File: config.mk
export PLATFORM = sky130hd
export DESIGN_NAME = ram_image_port_flat
export DESIGN_NICKNAME = d
export VERILOG_FILES = /design/src/rtl/ram_image_port_if.sv /design/src/rtl/ram_image_port.sv /design/src/flat_wrapper.sv
export SDC_FILE = /design/constraint.sdc
export NUM_CORES = 1
export LEC_CHECK = 0
export CORE_ASPECT_RATIO = 0.75
export CORE_UTILIZATION = 50
export DETAILED_ROUTE_END_ITERATION = 8
export GPL_TIMING_DRIVEN = 0
export PLACE_DENSITY = 0.91
export SLEW_MARGIN = 20
export SYNTH_ARGS = -nofsm -noshare
export SYNTH_HDL_FRONTEND = slang
export SYNTH_SLANG_ARGS = --single-unit
File: constraint.sdc
create_clock -name CLK -period 3.28 [get_ports CLK]
set_input_delay 0.328 -clock CLK [delete_from_list [all_inputs] [get_ports CLK]]
set_output_delay 0.328 -clock CLK [all_outputs]
set_load 0.01 [all_outputs]
File: src/rtl/ram_image_port_if.sv
// Host load stream, dump stream, CPU hold control and testbench RAM port of ram_image_port.
// master: the sequencer side. slave: the host, CPU and RAM side.
interface ram_image_port_if;
  logic        ld_valid;
  logic        ld_ready;
  logic [31:0] ld_addr;
  logic [31:0] ld_data;
  logic        ld_last;
  logic        halt;
  logic        cpu_run;
  logic        dp_valid;
  logic        dp_ready;
  logic [31:0] dp_addr;
  logic [31:0] dp_data;
  logic        dp_done;
  logic        err;
  logic        tbCTRL;
  logic        WEN;
  logic        REN;
  logic [31:0] addr;
  logic [31:0] store;
  logic [31:0] load;
  logic [1:0]  ramstate;

  modport master (
    input  ld_valid, ld_addr, ld_data, ld_last, halt, dp_ready, load, ramstate,
    output ld_ready, cpu_run, dp_valid, dp_addr, dp_data, dp_done, err,
           tbCTRL, WEN, REN, addr, store
  );

  modport slave (
    output ld_valid, ld_addr, ld_data, ld_last, halt, dp_ready, load, ramstate,
    input  ld_ready, cpu_run, dp_valid, dp_addr, dp_data, dp_done, err,
           tbCTRL, WEN, REN, addr, store
  );
endinterface

File: src/rtl/ram_image_port.sv
// Sequencer on the testbench RAM port: loads a host program image while the
// CPU is held, releases the CPU until halt, then dumps a RAM window to the host.
module ram_image_port #(
  parameter logic [31:0] DUMP_BASE  = 32'h0,
  parameter int unsigned DUMP_WORDS = 1024,
  parameter int unsigned TIMEOUT    = 255
) (
  input logic             CLK,
  input logic             nRST,
  ram_image_port_if.master bus
);

  typedef enum logic [1:0] {FREE, BUSY, ACCESS, ERROR} ramstate_t;
  typedef enum logic [2:0] {
    LOAD_IDLE, LOAD_WR, RUN, DUMP_RD, DUMP_OUT, DONE, FAULT
  } state_t;

  localparam logic [31:0] LAST_IDX = 32'(DUMP_WORDS - 1);
  localparam logic [16:0] TMO_LIM  = 17'(TIMEOUT);

  state_t      state, next_state;
  ramstate_t   rs;
  logic [31:0] addr_q, store_q, dp_addr_q, dp_data_q, idx_q;
  logic        last_q;
  logic [15:0] wcnt_q;
  logic [16:0] wcnt_inc;
  logic        tmo, last_word;
  logic        ld_ready_c, cpu_run_c, dp_valid_c, dp_done_c, err_c;
  logic        tbctrl_c, wen_c, ren_c;

  assign rs        = ramstate_t'(bus.ramstate);
  assign wcnt_inc  = {1'b0, wcnt_q} + 17'd1;
  // Fault on the wait cycle that would bring the count up to TIMEOUT.
  assign tmo       = (rs != ACCESS) && (wcnt_inc == TMO_LIM);
  assign last_word = (idx_q == LAST_IDX);

  // State register.
  always_ff @(posedge CLK or negedge nRST) begin
    if (!nRST) state <= LOAD_IDLE;
    else       state <= next_state;
  end

  // Next-state decode and state-derived port controls.
  always_comb begin
    next_state = state;
    ld_ready_c = 1'b0;
    cpu_run_c  = 1'b0;
    dp_valid_c = 1'b0;
    dp_done_c  = 1'b0;
    err_c      = 1'b0;
    tbctrl_c   = 1'b1;
    wen_c      = 1'b0;
    ren_c      = 1'b0;
    case (state)
      LOAD_IDLE: begin
        ld_ready_c = 1'b1;
        if (bus.ld_valid) next_state = LOAD_WR;
      end
      LOAD_WR: begin
        wen_c = 1'b1;
        if (rs == ERROR || tmo) next_state = FAULT;
        else if (rs == ACCESS)  next_state = last_q ? RUN : LOAD_IDLE;
      end
      RUN: begin
        tbctrl_c  = 1'b0;
        cpu_run_c = 1'b1;
        if (bus.halt) next_state = DUMP_RD;
      end
      DUMP_RD: begin
        cpu_run_c = 1'b1;
        ren_c     = 1'b1;
        if (rs == ERROR || tmo) next_state = FAULT;
        else if (rs == ACCESS)  next_state = DUMP_OUT;
      end
      DUMP_OUT: begin
        cpu_run_c  = 1'b1;
        dp_valid_c = 1'b1;
        if (bus.dp_ready) next_state = last_word ? DONE : DUMP_RD;
      end
      DONE: begin
        cpu_run_c = 1'b1;
        dp_done_c = 1'b1;
      end
      FAULT: begin
        err_c = 1'b1;
      end
      default: next_state = FAULT;
    endcase
  end

  // Address/data capture, dump index and RAM wait counter.
  always_ff @(posedge CLK or negedge nRST) begin
    if (!nRST) begin
      addr_q    <= '0;
      store_q   <= '0;
      last_q    <= 1'b0;
      dp_addr_q <= '0;
      dp_data_q <= '0;
      idx_q     <= '0;
      wcnt_q    <= '0;
    end else begin
      case (state)
        LOAD_IDLE: if (bus.ld_valid) begin
          addr_q  <= bus.ld_addr & 32'hFFFF_FFFC;
          store_q <= bus.ld_data;
          last_q  <= bus.ld_last;
          wcnt_q  <= '0;
        end
        LOAD_WR: if (rs != ACCESS) wcnt_q <= wcnt_inc[15:0];
        RUN: if (bus.halt) begin
          idx_q  <= '0;
          addr_q <= DUMP_BASE;
          wcnt_q <= '0;
        end
        DUMP_RD: begin
          if (rs != ACCESS) wcnt_q <= wcnt_inc[15:0];
          else begin
            dp_data_q <= bus.load;
            dp_addr_q <= addr_q;
          end
        end
        DUMP_OUT: if (bus.dp_ready && !last_word) begin
          idx_q  <= idx_q + 32'd1;
          addr_q <= DUMP_BASE + ((idx_q + 32'd1) << 2);
          wcnt_q <= '0;
        end
        default: ;
      endcase
    end
  end

  assign bus.ld_ready = ld_ready_c;
  assign bus.cpu_run  = cpu_run_c;
  assign bus.dp_valid = dp_valid_c;
  assign bus.dp_done  = dp_done_c;
  assign bus.err      = err_c;
  assign bus.tbCTRL   = tbctrl_c;
  assign bus.WEN      = wen_c;
  assign bus.REN      = ren_c;
  assign bus.addr     = addr_q;
  assign bus.store    = store_q;
  assign bus.dp_addr  = dp_addr_q;
  assign bus.dp_data  = dp_data_q;

endmodule

File: src/flat_wrapper.sv
// flat-port wrapper written by rule: the top's interface ports become plain ports
module ram_image_port_flat 
#(
  parameter logic [31:0] DUMP_BASE  = 32'h0,
  parameter int unsigned DUMP_WORDS = 1024,
  parameter int unsigned TIMEOUT    = 255
)
  (CLK, nRST, bus_ld_valid, bus_ld_addr, bus_ld_data, bus_ld_last, bus_halt, bus_dp_ready, bus_load, bus_ramstate, bus_ld_ready, bus_cpu_run, bus_dp_valid, bus_dp_addr, bus_dp_data, bus_dp_done, bus_err, bus_tbCTRL, bus_WEN, bus_REN, bus_addr, bus_store);
  ram_image_port_if bus_i ();
  input logic CLK;
  input logic nRST;
  input wire logic [$bits(bus_i.ld_valid)-1:0] bus_ld_valid;
  input wire logic [$bits(bus_i.ld_addr)-1:0] bus_ld_addr;
  input wire logic [$bits(bus_i.ld_data)-1:0] bus_ld_data;
  input wire logic [$bits(bus_i.ld_last)-1:0] bus_ld_last;
  input wire logic [$bits(bus_i.halt)-1:0] bus_halt;
  input wire logic [$bits(bus_i.dp_ready)-1:0] bus_dp_ready;
  input wire logic [$bits(bus_i.load)-1:0] bus_load;
  input wire logic [$bits(bus_i.ramstate)-1:0] bus_ramstate;
  output wire logic [$bits(bus_i.ld_ready)-1:0] bus_ld_ready;
  output wire logic [$bits(bus_i.cpu_run)-1:0] bus_cpu_run;
  output wire logic [$bits(bus_i.dp_valid)-1:0] bus_dp_valid;
  output wire logic [$bits(bus_i.dp_addr)-1:0] bus_dp_addr;
  output wire logic [$bits(bus_i.dp_data)-1:0] bus_dp_data;
  output wire logic [$bits(bus_i.dp_done)-1:0] bus_dp_done;
  output wire logic [$bits(bus_i.err)-1:0] bus_err;
  output wire logic [$bits(bus_i.tbCTRL)-1:0] bus_tbCTRL;
  output wire logic [$bits(bus_i.WEN)-1:0] bus_WEN;
  output wire logic [$bits(bus_i.REN)-1:0] bus_REN;
  output wire logic [$bits(bus_i.addr)-1:0] bus_addr;
  output wire logic [$bits(bus_i.store)-1:0] bus_store;
  assign bus_i.ld_valid = bus_ld_valid;
  assign bus_i.ld_addr = bus_ld_addr;
  assign bus_i.ld_data = bus_ld_data;
  assign bus_i.ld_last = bus_ld_last;
  assign bus_i.halt = bus_halt;
  assign bus_i.dp_ready = bus_dp_ready;
  assign bus_i.load = bus_load;
  assign bus_i.ramstate = bus_ramstate;
  assign bus_ld_ready = bus_i.ld_ready;
  assign bus_cpu_run = bus_i.cpu_run;
  assign bus_dp_valid = bus_i.dp_valid;
  assign bus_dp_addr = bus_i.dp_addr;
  assign bus_dp_data = bus_i.dp_data;
  assign bus_dp_done = bus_i.dp_done;
  assign bus_err = bus_i.err;
  assign bus_tbCTRL = bus_i.tbCTRL;
  assign bus_WEN = bus_i.WEN;
  assign bus_REN = bus_i.REN;
  assign bus_addr = bus_i.addr;
  assign bus_store = bus_i.store;
  ram_image_port #(.DUMP_BASE(DUMP_BASE), .DUMP_WORDS(DUMP_WORDS), .TIMEOUT(TIMEOUT)) u_core (.CLK(CLK), .nRST(nRST), .bus(bus_i));
endmodule
* Yosys cells after proc, flatten, opt, wreduce, memory -nomap -nowiden *
Index checks and enable logic that the tools add are counted.

word-level totals
  register bits = 180
  input bits = 104
  output and inout bits = 136
  word-level logic and storage cells = 76

cells by class
  add/sub/neg operators = 2
  equal/unequal tests = 18
  multiplexer cells = 29
  bitwise logic cells = 2
  reductions and logical operators = 17

operators by type and width
  kind                   count
  $mux 32                4
  $pmux 32 s3            1
  $mux 16                4
  $pmux 16 s4            1
  $pmux 32 s2            1
  $add 32x1->32 const B  1
  $eq 32x10->1 const B   1
  $mux 3                 8
  $pmux 3 s6             1
  $add 16x1->17 const B  1
  $eq 17x8->1 const B    1
  $eq 3x3->1 const B     3
  $mux 1                 8
  $ne 2x2->1 const B     4
  $eq 3x2->1 const B     2
  $ne 3x1->1 const B     2
  $reduce_and 6->1       1
  $reduce_and 5->1       1
  $eq 2x2->1 const B     2
  $ne 2x1->1 const B     2
  $reduce_and 2->1       2
  $reduce_and 4->1       1
  $reduce_bool 4->1      1
  $reduce_or 2->1        2
  other kinds (11)       13

* Depth between registers and ports, before layout *
Gate-level depths: netlist of the first run.

  word-level depth = 6
  depth in mapped cells = 12
  mapped depth without buffers = 9

* Worst setup path after synthesis of the first run *
OpenSTA, ideal clock, no wires.

  path kind = flip-flop to flip-flop
  from = register u_core.idx_q[0]
  to = register u_core.idx_q[11]
  library setup time = 0.125 ns
  data arrival time = 2.057 ns
  required time = 3.155 ns
  slack = 1.098 ns
  stages on the path, launching flop included = 9
  buffers on the path = 2
  clock period less this slack = 2.182 ns
  path through = dfrtp_1 -> ha_1 -> and4_1 -> nand3_2 -> o31ai_4 -> o21a_1 -> buf_6 -> buf_6 -> mux2_4

between the ends
  longest elaborated chain between the ends = 5
  elaborated cells between the ends (all ways) = 8
  classes of those cells = 1 x add/sub; 2 x eq/ne; 2 x mux; 3 x reduce/logical

ends and longest elaborated chain
  item                                                                   line                   text
  from (decl)                                                            ram_image_port.sv:23   logic [31:0] addr_q, store_q, dp_addr_q, dp_data_q, idx_q;
  from (signal assigned)                                                 ram_image_port.sv:123  idx_q <= idx_q + 32'd1;
  parallel branches: the longest is 5 deep, another holds $add 32x1->32  -

Several ways; the timed one is not identified. The select of a mux whose other input is x is not followed.
A chain may end at the register's enable or synchronous reset.

* Worst setup path in the final report of the first run *
  from = register u_core.state[0]
  to = output port bus_dp_valid

between the ends
  longest elaborated chain between the ends = 2

ends and longest elaborated chain
  item                    line                  text
  from (decl)             ram_image_port.sv:21  state_t state, next_state;
  from (signal assigned)  ram_image_port.sv:40  else state <= next_state;
  $eq 3x3->1              ram_image_port.sv:54  case (state)
  $mux 1                  ram_image_port.sv:54
  to (decl)               flat_wrapper.sv:22    output wire logic [$bits(bus_i.dp_valid)-1:0] bus_dp_valid;

Every way passes these cells.

==> out/summary.md, run 1 <==
The type of the setup path with the least slack was flop to output pin. Of the total synthesized cell area, the portion taken by AND, OR, NAND and NOR gates is 14.57%. The routed layout has 7212 vias. The tools report the final-layout setup total negative slack as 0 ps. The tools report the number of different library cells in the post-synthesis netlist as 65. The tools report the clock tree buffer depth as 2.

Wires add up to 24.30 mm. The library cell used most frequently in the layout, excluding fill and tap cells, is sky130_fd_sc_hd__clkdlybuf4s50_1. Yosys mapped a number of flops with a built-in enable equal to 0. The category of the worst setup path launch point is a flop. The logs give 1216 for the cell count after placement and 700 for the iteration-0 DRC count of the detailed router. Setup repair after global routing left no endpoint under its margin. Highest fanout seen on the critical path: 10. The number of hold-slack violations in the final timing report was 0; the horizontal die dimension was 151.7 um. The worst hold path belongs to the class input pin to async pin.

The most common cell type on the critical path is sky130_fd_sc_hd__buf_2. The initial utilization of the core area, before any placement, comes to 51.85%. In the final design database the tool counted 1133 nets. After global routing the overflow that remains totals 0. Once placement finished, the instance area stood at 11050 sq um. The run gives 0 as the final-report max-slew violation count. Clock tree synthesis inserted a total of 17 buffers. The logs give 37.81 mm for the wire length of the first global-routing pass and 1077 for the total of fill cells in the finished design. The count of warnings emitted by yosys was 0; the power per cell area was 827.9 nW/um^2.

The number of standard-cell rows in the floorplan came out at 40. The flip-flop cell with the highest count after synthesis was sky130_fd_sc_hd__dfrtp_1. For this design the static power due to leakage is 4.869 nW. TritonCTS built the clock tree. The synthesized netlist devotes 0.4464% of its cell area to adder and majority cells. The slew of the pin with the lowest slew margin is 688.9 ps, and the number of design rule violations left after detail routing is 0.

The cell class contributing the biggest share of worst-path delay was buffers and inverters. At the end of the flow the core is filled with cells to 72.02%. The final critical path takes up 90.67% of the cycle. The share of cells above drive strength 1 came out at 18.09%. For the register area share after synthesis, the log shows 52.38%.

Global routing used 28.68% of the available tracks. The clock tree skew after final layout is 7.810 ps, and the setup-violating endpoint count in the final report is 0. In this design, the stage delay of the slowest critical-path cell is 660 ps. The clock sink count was 176; the clock transition at the registers of the reported paths was 70 ps. For the portion of total power attributed to combinational logic, the log shows 42.0%.

Timing would allow up to 336.3 MHz. The first detailed-routing pass ran for 6 iterations. The H-tree generated during clock tree synthesis spans 4 levels. STA classifies the critical path endpoint as an output pin. Relative to the synthesized area, the layout overhead comes to 38.90%.

The logs give 7128 for the via count of the first global-routing pass and 0 for the number of antenna violations at the first check in global routing. The detailed-route wire length per cell was 19.46 um; the number of buffer cells added on primary ports was 233. The gate count of the mapped netlist is 769, and the cell-internal power is 0.006298 W. Per-cell via count in the routed design: 5.774. The compound-cell area share of the yosys netlist is 10.80%.

The worst path needs 2974 ps of the cycle, external delays included. The synthesized design contains 176 register bits. For the clock latency reported for the late side of the worst-skew pair, the log shows 440 ps.

The share of synthesized registers carrying an async set or reset is 100.0%. After synthesis, the largest family of logic cells by area is multiplexers. The logs give 17340 sq um for the total die area and 1249 for the final instance count without filler cells.

The placed wire-length estimate after detailed placement is 17.04 mm. The storage element area came out at 4404 sq um. The CTS root buffer is sky130_fd_sc_hd__clkbuf_16. The overall die height was 114.3 um. The buffer and inverter count on the worst path is 5, and the power dissipated by switching net loads is 0.003371 W. The I/O pin count was 240. The critical path goes through buf_2 -> nor2_2 -> nand2b_1 -> buf_2 -> inv_2 -> clkbuf_1 -> clkdlybuf4s50_1. The clock network is responsible for 21.7% of the overall power.

Among all stages on the critical path, the largest delay is contributed by sky130_fd_sc_hd__clkdlybuf4s50_1. The mean post-synth cell area is 10.93 sq um, and the largest net degree at the start of global routing is 99. The worst register-to-register path has a setup slack of 560 ps.

0 antenna diodes ended up in the layout. The headroom to the max-slew limit is 54.07%, and the maximum resistive drop on vdd is 0.4729 mV. Switching portion of total power: 34.87%. The multi-input combinational cells in the finished layout cover a total of 3691 sq um. The synthesized netlist devotes 3.021% of its cell area to XOR and XNOR gates. The tools report the arrival time of the worst setup path as 2650 ps. In the layout the commonest cells are 232 x sky130_fd_sc_hd__clkdlybuf4s50_1, 176 x sky130_fd_sc_hd__dfrtp_1, 95 x sky130_fd_sc_hd__mux2_2, 78 x sky130_fd_sc_hd__nand2_1, 55 x sky130_fd_sc_hd__nor2_1. The logs give 0.9119 for the weighted congestion at the end of routability-driven global placement and 0 for the max-capacitance violation count. The design area is 11680 sq um.

The count of nets left with antenna violations once routing finished came out at 0. Hold is met by 441.9 ps. For the data required time at the worst endpoint, the log shows 2950 ps. The run gives 16220 sq um as the total core area.

In the synthesized netlist, mux cells make up 14.88% of the area. The mapped netlist covers 8408 sq um. The flow ran to the end, and the final reports show no timing, DRC or antenna violations.

In this run, flip-flops and latches consume 36.3% of the power.
-- synthesized netlist by cell type, types with 9 or more instances --
cell | n | area, sq um
sky130_fd_sc_hd__nand3_1 | 18 | 90.09
sky130_fd_sc_hd__buf_2 | 25 | 125.1
sky130_fd_sc_hd__a31oi_1 | 9 | 56.30
sky130_fd_sc_hd__o21ai_0 | 38 | 190.2
sky130_fd_sc_hd__nor2_1 | 55 | 206.5
sky130_fd_sc_hd__nor4_1 | 14 | 87.58
sky130_fd_sc_hd__dfrtp_1 | 176 | 4404
sky130_fd_sc_hd__nand2_1 | 78 | 292.8
sky130_fd_sc_hd__o21ai_1 | 17 | 85.08
sky130_fd_sc_hd__nand4_1 | 9 | 56.30
sky130_fd_sc_hd__inv_1 | 10 | 37.54
sky130_fd_sc_hd__xor2_1 | 9 | 78.83
sky130_fd_sc_hd__a21oi_1 | 37 | 185.2
sky130_fd_sc_hd__o31ai_1 | 13 | 97.59
sky130_fd_sc_hd__xnor2_1 | 20 | 175.2
sky130_fd_sc_hd__mux2_2 | 95 | 1070
sky130_fd_sc_hd__nor3_1 | 10 | 50.05
sky130_fd_sc_hd__clkbuf_1 | 21 | 78.83
-- final timing paths --
kind / from / endpoint / cells after the start
max in group asynchronous: nRST / u_core.state[0] / 3
min in group CLK: u_core.idx_q[31] / u_core.idx_q[31] / 1
min reg2reg: u_core.idx_q[31] / u_core.idx_q[31] / 1
max reg2reg: u_core.state[2] / u_core.bus.dp_addr[25] / 6
min: nRST / u_core.bus.dp_data[30] / 2
max: u_core.state[0] / bus_dp_valid / 7
-- power by group through the flow --
stage | Combinational [W] | Sequential [W] | Clock, W
2_1_floorplan | 0.00149 | 0.00377 | 0
3_3_place_gp | 0.00389 | 0.00347 | 0
3_5_place_dp | 0.00401 | 0.00353 | 0
4_1_cts | 0.00406 | 0.00351 | 0.00213
5_1_grt | 0.00435 | 0.00360 | 0.00222
6_report | 0.00406 | 0.00351 | 0.00210
-- stage by stage --
step / power [W] / setup slack, ps
after floorplan: 0.005257 / 1098
after global placement: 0.007352 / -5289
after detailed placement: 0.007538 / 586.0
after CTS: 0.009701 / 315.4
after global routing: 0.01017 / 144.1
final: 0.009669 / 306.2
-- cell type report --
class | instances | area share [%]
timing repair buffer | 235 | 20.33
clock inverter | 15 | 1.682
inverter | 12 | 0.3857
tap | 210 | 2.250
clock buffer | 17 | 3.643
multi-input combinational | 530 | 31.60
sequential | 176 | 37.71
buffer | 54 | 2.389
-- flip-flops by register name (all words and copies together), names as in the netlist --
signal              flops
u_core.bus.dp_data     32
u_core.bus.store       32
u_core.idx_q           32
u_core.bus.addr        30
u_core.bus.dp_addr     30
u_core.wcnt_q          16
u_core.state            3
u_core.last_q           1
-- per-layer routing --
layer | part of all wire (%) | vias to the layer above | wire (um) | GRT usage, %
met5 | 0 | - | 0 | 0
met4 | 2.1 | 0 | 512 | 9.241
met3 | 10 | 60 | 2527 | 9.641
met2 | 47 | 405 | 11330 | 45.45
met1 | 41 | 3497 | 9928 | 37.00
li1 | - | 3250 | - | -
-- cells by family after synthesis --
| group | count (synthesis) |
|---|---|
| buffers and inverters | 66 |
| DFF | 176 |
| adders and majority gates | 3 |
| xor gates and xnor gates | 29 |
| and+or+nand+nor | 238 |
| other | 1 |
| muxes | 109 |
| AOI/OAI and AO/OA | 147 |
-- timing repair --
action	4_1_cts	5_1_grt
endpoints found under the hold margin	78	0
gates resized for setup	0	0
setup buffers	0	0
hold buffers	1	0
Note: power is estimated with default switching activity, not from simulation.
==> run 2: changes to the inputs <==
Settings changed: CORE_UTILIZATION 50 to 38, PLACE_DENSITY 0.91 to 0.65.
==> run 2 against run 1 <==
Against the previous run: sequential share of layout area fell by 0.19 points; global-route usage fell by 8.2 points; sequential cell count did not move; largest power group unchanged.
==> out/summary.md, run 2 (same netlist as run 1, synthesis figures left out) <==
The run finished with clean final reports. In this run the worst hold path is classified as input pin to async pin. The area used by multi-input combinational logic is 3691 sq um (unchanged), and the arrival time of the worst setup path is 2670 ps (+20 ps). The total power consumption of the routed design was 0.009455 W (-2.2%). The tools report the worst path setup slack after routing as 279.6 ps (-26.58 ps). The clock tree buffer depth was 2 (unchanged). The run gives 0.8909 (-2.3%) as the weighted congestion at the end of routability-driven global placement. The number of antenna violations at the first check in global routing was 1 (+1); the power per cell area was 805.6 nW/um^2 (-2.7%). The tools report the number of nets in the finished design as 1133 (unchanged).

The final instance count without filler cells was 1327 (+6.2%). The iteration-0 DRC count of the detailed router was 581 (-17%); the final cycle utilization of the critical path was 91.48% (+0.81 points). The overall die height came out at 130.8 um (+14%). The cell class contributing the biggest share of worst-path delay was buffers and inverters.

The upper clock frequency limit is 333.3 MHz (-0.89%). The headroom to the max-slew limit was 50.57% (-3.5 points); the per-cell via count in the routed design was 5.186 (-10%). The final core utilization was 54.82% (-17 points); the number of hold-slack violations in the final timing report was 0 (unchanged).

The clock sink count was 176 (unchanged); the data required time at the worst endpoint was 2950 ps (about the same). The tools report the category of the worst setup path launch point as a flop. The tools report the CTS root buffer as sky130_fd_sc_hd__clkbuf_16.

The total of fill cells in the finished design came out at 1917 (+78%). Number of standard-cell rows in the floorplan: 46 (+15%). The leading cell type in the layout, fill and taps excluded is sky130_fd_sc_hd__clkdlybuf4s50_1. The total die area is 22730 sq um (+31%), and the number of inserted diodes is 0 (unchanged).

Cell count after placement: 1294 (+6.4%). Maximum resistive drop on vdd: 0.4422 mV (-6.5%). The total wire length came out at 23.14 mm (-4.8%). In the layout the commonest cells are 232 x sky130_fd_sc_hd__clkdlybuf4s50_1, 176 x sky130_fd_sc_hd__dfrtp_1, 95 x sky130_fd_sc_hd__mux2_2, 78 x sky130_fd_sc_hd__nand2_1, 55 x sky130_fd_sc_hd__nor2_1. The number of buffer cells added on primary ports was 233 (unchanged). The leftover overflow at the end of global routing was 0 (unchanged); the clock tree skew after final layout was 16.10 ps (+8.292 ps). The logs give 6882 (-4.6%) for the number of vias in the routed layout and 426.1 ps (-159.9 ps) for the worst setup timing slack at the placement stage. The overall track demand over capacity in global routing is 20.50% (-8.2 points). The highest fanout seen on the critical path is 10 (unchanged), and the clock transition at the registers of the reported paths is 80 ps (about the same). The run gives 0 (unchanged) as the number of design rule violations left after detail routing.

The tools report the total core area as 21410 sq um (+32%). The total clock buffers created by CTS was 17 (unchanged). STA classifies the critical path endpoint as an output pin. The final period demand of the worst path works out to 3000 ps (+26.58 ps). For the I/O pin count, the log shows 240 (unchanged).

The number of H-tree levels is 4 (unchanged). The slew of the pin with the lowest slew margin works out to 741.5 ps (+52.62 ps). The largest individual stage delay along the critical path comes from the cell sky130_fd_sc_hd__clkdlybuf4s50_1.

The number of nets with antenna violations after detailed routing is 0 (unchanged). The via count of the first global-routing pass is 6556 (-8.0%), and the setup-violating endpoint count in the final report is 0 (unchanged). Most common cell type on the critical path: sky130_fd_sc_hd__buf_2. Walking the worst path, the cells encountered are buf_2 -> nor2_2 -> nand2b_1 -> buf_2 -> inv_2 -> clkbuf_1 -> clkdlybuf4s50_1.

The logs give 0 (unchanged) for the max-capacitance violation count and 90 (-9.1%) for the largest net degree at the start of global routing. Storage element area: 4404 sq um (unchanged). The critical path is of the flop to output pin type. The final-report max-slew violation count is 0 (unchanged), and the wire length of the first global-routing pass is 36.10 mm (-4.5%). The horizontal die dimension works out to 173.8 um (+15%). Relative to the synthesized area, the layout overhead comes to 39.60%. The logs give 5 (-1) for the iteration count of the initial detailed-routing pass and 4.856 nW (-0.26%) for the leakage power. The run gives 16.90 mm (-0.82%) as the placed wire-length estimate after detailed placement. The buffer and inverter count on the worst path came out at 5 (unchanged). The tools report the clock latency reported for the late side of the worst-skew pair as 440 ps (about the same). The logs give 11740 sq um (+0.50%) for the design area and 39.27% (-13 points) for the initial standard-cell utilization of the core. The largest stage delay on the critical path is 670 ps (about the same).

TritonCTS built the clock tree. Setup repair after global routing left no endpoint under its margin. The detailed-route wire length per cell is 17.44 um (-10%), and the share of cells above drive strength 1 is 18.09% (unchanged). The run gives 11140 sq um (+0.88%) as the area of placed instances.
==> run 2: area by class of cell <==
cell class,count,area share [%]
Clock inverter,14,1.226
Timing Repair Buffer,235,20.23
Inverter,12,0.3838
Multi-Input combinational cell,530,31.45
Buffer,54,2.377
Tap cell,288,3.070
Sequential cell,176,37.52
Clock buffer,18,3.742
==> run 2: routing by layer <==
metal	vias up	wire [um]	track usage, %
met1	3332	11390	29.68
li1	3255	-	-
met4	2	150	5.108
met2	277	9521	29.11
met5	-	17	0
met3	16	2062	7.060
==> run 2: worst paths after layout <==
check	slack, ps	from	endpoint	cells after the start
setup reg to reg	620	u_core.wcnt_q[0]	u_core.state[1]	6
setup / recovery	280	u_core.state[0]	bus_dp_valid	7
hold reg to reg	490	u_core.idx_q[31]	u_core.idx_q[31]	1
hold / removal	480	nRST	u_core.bus.dp_addr[12]	2
max in group asynchronous	1900	nRST	u_core.bus.addr[24]	3
min in group CLK	490	u_core.idx_q[31]	u_core.idx_q[31]	1
==> run 2: repair_timing <==
action,CTS,global route
hold endpoints to repair,88,0
resized for setup,0,0
hold buffers,1,0
endpoints found under the setup margin,0,0
buffers inserted,0,0
==> run 2: worst register-to-register path, stage by stage, from the launching register on <==
cell                        delay [ps]
sky130_fd_sc_hd__dfrtp_1           540
sky130_fd_sc_hd__ha_1              340
sky130_fd_sc_hd__nand3_2           190
sky130_fd_sc_hd__nor3_1            530
sky130_fd_sc_hd__mux2i_1           340
sky130_fd_sc_hd__a31oi_1           200
sky130_fd_sc_hd__a2111oi_2         400
==> run 2: where the power goes <==
part	leakage [nW]	total [W]	internal (W)	switching [W]
combinational	2.34	0.00397	0.00224	0.00174
sequential	2.23	0.00346	0.00296	0.000501
clock	0.285	0.00202	0.00103	0.000992
total	4.86	0.00946	0.00623	0.00323
==> run 2: stage by stage <==
stage	hold WS [ps]	TNS (ps)
after global routing	489.4	0
final	483.2	0
after global placement	481.5	-1002030
after detailed placement	394.8	0
after CTS	485.7	0
after floorplan	32.41	0
==> run 3: changes to the inputs <==
Settings changed: CORE_MARGIN set to 4, GPL_ROUTABILITY_DRIVEN set to 0.
==> run 3 against run 2 <==
Against the previous run: sequential cell count stayed put; sequential power hardly changed; final area hardly changed; die area is 8.2% higher; combinational power hardly changed; hold slack worse by 35 ps; clock power hardly changed; critical endpoint unchanged; largest cell class unchanged; highest routed layer is now met4.
==> out/summary.md, run 3 (same netlist as run 1, synthesis figures left out) <==
The logs give 176 (unchanged) for the clock sink count and 240 (unchanged) for the I/O pin count. The total clock buffers created by CTS was 17 (unchanged); the post-cts gate resize count was 0 (unchanged). The slew of the pin with the lowest slew margin works out to 706.2 ps (-35.34 ps).

Placed wire-length estimate after detailed placement: 17.46 mm (+3.4%). The number of nets in the finished design is 1133 (unchanged), and the headroom to the max-slew limit is 52.92% (+2.4 points). The logs give 0 (unchanged) for the number of hold-slack violations in the final timing report and 23.64 mm (+2.2%) for the total wire length. The run gives 0 (unchanged) as the setup-violating endpoint count in the final report.

The area added between synthesis and finish is 39.69% (about the same), and the horizontal die dimension is 179.8 um (+3.5%). The clock transition at the registers of the reported paths is 80 ps (about the same). The run gives 13.19 ps (-2.910 ps) as the clock tree skew after final layout. In this run the worst setup path begins at u_core.state[0]. The final period demand of the worst path is 3028 ps (+27.45 ps). The arrival time of the worst setup path is 2700 ps (+30 ps), and the share of cells above drive strength 1 is 18.09% (unchanged). Category of the worst setup path launch point: a flop. The tools report the final-layout setup total negative slack as 0 ps (unchanged).

The run gives 0.5235 mV (+18%) as the maximum resistive drop on vdd. The worst setup path is of the flop to output pin kind. Final-layout worst hold slack: 448.6 ps (-34.58 ps). The max-capacitance violation count came out at 0 (unchanged). The iteration-0 DRC count of the detailed router was 514 (-12%).

The top cell types in the final layout, fill and taps aside, are 232 x sky130_fd_sc_hd__clkdlybuf4s50_1, 176 x sky130_fd_sc_hd__dfrtp_1, 95 x sky130_fd_sc_hd__mux2_2, 78 x sky130_fd_sc_hd__nand2_1, 55 x sky130_fd_sc_hd__nor2_1. The overall die height was 136.8 um (+4.6%). The tools report the number of inserted diodes as 0 (unchanged). The number of nets with antenna violations after detailed routing is 0 (unchanged), and the via count of the first global-routing pass is 6723 (+2.5%). The run gives 46 (unchanged) as the number of standard-cell rows in the floorplan. TritonCTS built the clock tree.

The tools report the leakage power as 4.854 nW (about the same). Critical register-to-register path endpoint: u_core.bus.dp_addr[26]. The number of H-tree levels was 4 (unchanged); the number of buffer cells added on primary ports was 233 (unchanged).

The run finished with clean final reports. The number of design rule violations left after detail routing is 0 (unchanged). The worst reg-to-reg path cell count was 6 (unchanged); the data required time at the worst endpoint was 2950 ps (about the same). The wire length of the first global-routing pass is 37.65 mm (+4.3%). The final cycle utilization of the critical path was 92.31% (+0.84 points). Leaving out fill and tap cells, the most frequent cell in the layout is sky130_fd_sc_hd__clkdlybuf4s50_1. The overall track demand over capacity in global routing was 19.20% (-1.3 points); the final-report max-slew violation count was 0 (unchanged). The worst setup path is captured at an output pin. The leftover overflow at the end of global routing was 0 (unchanged). The per-cell via count in the routed design is 5.173 (-0.26%), and the upper clock frequency limit is 330.3 MHz (-0.91%). Setup repair after global routing left no endpoint under its margin. The power per cell area was 806.2 nW/um^2 (about the same). CTS root buffer: sky130_fd_sc_hd__clkbuf_16. The run gives 2 (unchanged) as the clock tree buffer depth.

The highest fanout seen on the critical path came out at 10 (unchanged). The worst hold path belongs to the class input pin to async pin. Worst reg-to-reg setup slack: 590 ps (-30 ps).

For the total core area, the log shows 21470 sq um (+0.27%). Origin of the critical flop-to-flop path: u_core.state[2]. The number of vias in the routed layout is 6864 (-0.26%). The run gives 24590 sq um (+8.2%) as the total die area. The clock latency reported for the late side of the worst-skew pair is 430 ps (about the same). The critical path ends at bus_dp_valid. The initial standard-cell utilization of the core was 39.17% (-0.11 points); the largest net degree at the start of global routing was 93 (+3.3%). The detailed-route wire length per cell was 17.82 um (+2.2%). The logs give 0 (-1) for the number of antenna violations at the first check in global routing and 6 (+1) for the iteration count of the initial detailed-routing pass.
run 3: cell types whose count changed in the layout (fill, tap and decap cells not counted):
cell,delta
sky130_fd_sc_hd__clkinv_2,-1
sky130_fd_sc_hd__clkinv_8,+1
sky130_fd_sc_hd__inv_8,+1
sky130_fd_sc_hd__clkbuf_8,-1
sky130_fd_sc_hd__clkinvlp_4,+1
sky130_fd_sc_hd__clkinv_4,-1
run 3: worst min-delay path by stage:
stage	startpoint	endpoint	slack [ps]	cells after the start
2_1_floorplan	nRST	u_core.bus.addr[10]	30	0
3_3_place_gp	u_core.idx_q[31]	u_core.idx_q[31]	480	1
3_5_place_dp	nRST	u_core.bus.dp_data[29]	380	1
4_1_cts	bus_ld_addr[3]	u_core.bus.addr[3]	450	3
5_1_grt	bus_ld_addr[3]	u_core.bus.addr[3]	490	3
6_report	nRST	u_core.bus.dp_data[29]	450	2
run 3: layout make-up:
cell class                      count  area [sq um]
Fill cell                        1882          9723
Sequential cell                   176          4404
Multi-Input combinational cell    530          3691
Timing Repair Buffer              235          2375
Clock buffer                       17         425.4
Tap cell                          288         360.3
Buffer                             54         279.0
Clock inverter                     15         165.2
Inverter                           12         45.04
run 3: what timing repair did:
action                                  4_1_cts  5_1_grt
endpoints found under the setup margin        0        0
hold endpoints to repair                     84        0
setup buffers                                 0        0
hold buffers                                  1        0
run 3: routing by layer:
metal | track usage (%) | part of all wire, % | routed length [um]
met1 | 28.48 | 48 | 11390
met2 | 26.95 | 41 | 9700
met3 | 6.695 | 9.7 | 2292
met4 | 4.442 | 1.1 | 262
met5 | 0 | 0 | 0
run 3: stage by stage:
stage | instance area [sq um] | total power (W) | instances | setup WS, ps | utilization, %
finish | 11750 | 0.009468 | 1327 | 252.1 | 54.71
global route | 11750 | 0.01006 | 1327 | 125.3 | 54.71
CTS | 11750 | 0.009594 | 1327 | 221.5 | 54.71
detailed placement | 11140 | 0.007518 | 1294 | 563.7 | 51.91
global placement | 11110 | 0.007456 | 1293 | -5743 | 51.76
floorplan | 8419 | 0.005257 | 772 | 1098 | -
run 3: power breakdown:
group	switching, W	internal [W]	leakage [nW]
clock network	0.00100	0.00102	0.283
logic	0.00176	0.00224	2.34
registers	0.000489	0.00296	2.23
total	0.00325	0.00622	4.85
run 3: critical path, stage by stage (launching register included):
cell and delay, ps:
sky130_fd_sc_hd__dfrtp_1 370, sky130_fd_sc_hd__buf_2 180, sky130_fd_sc_hd__nor2_2 260, sky130_fd_sc_hd__nand2b_1 80, sky130_fd_sc_hd__buf_2 170, sky130_fd_sc_hd__inv_2 110
sky130_fd_sc_hd__clkbuf_1 440, sky130_fd_sc_hd__clkdlybuf4s50_1 660
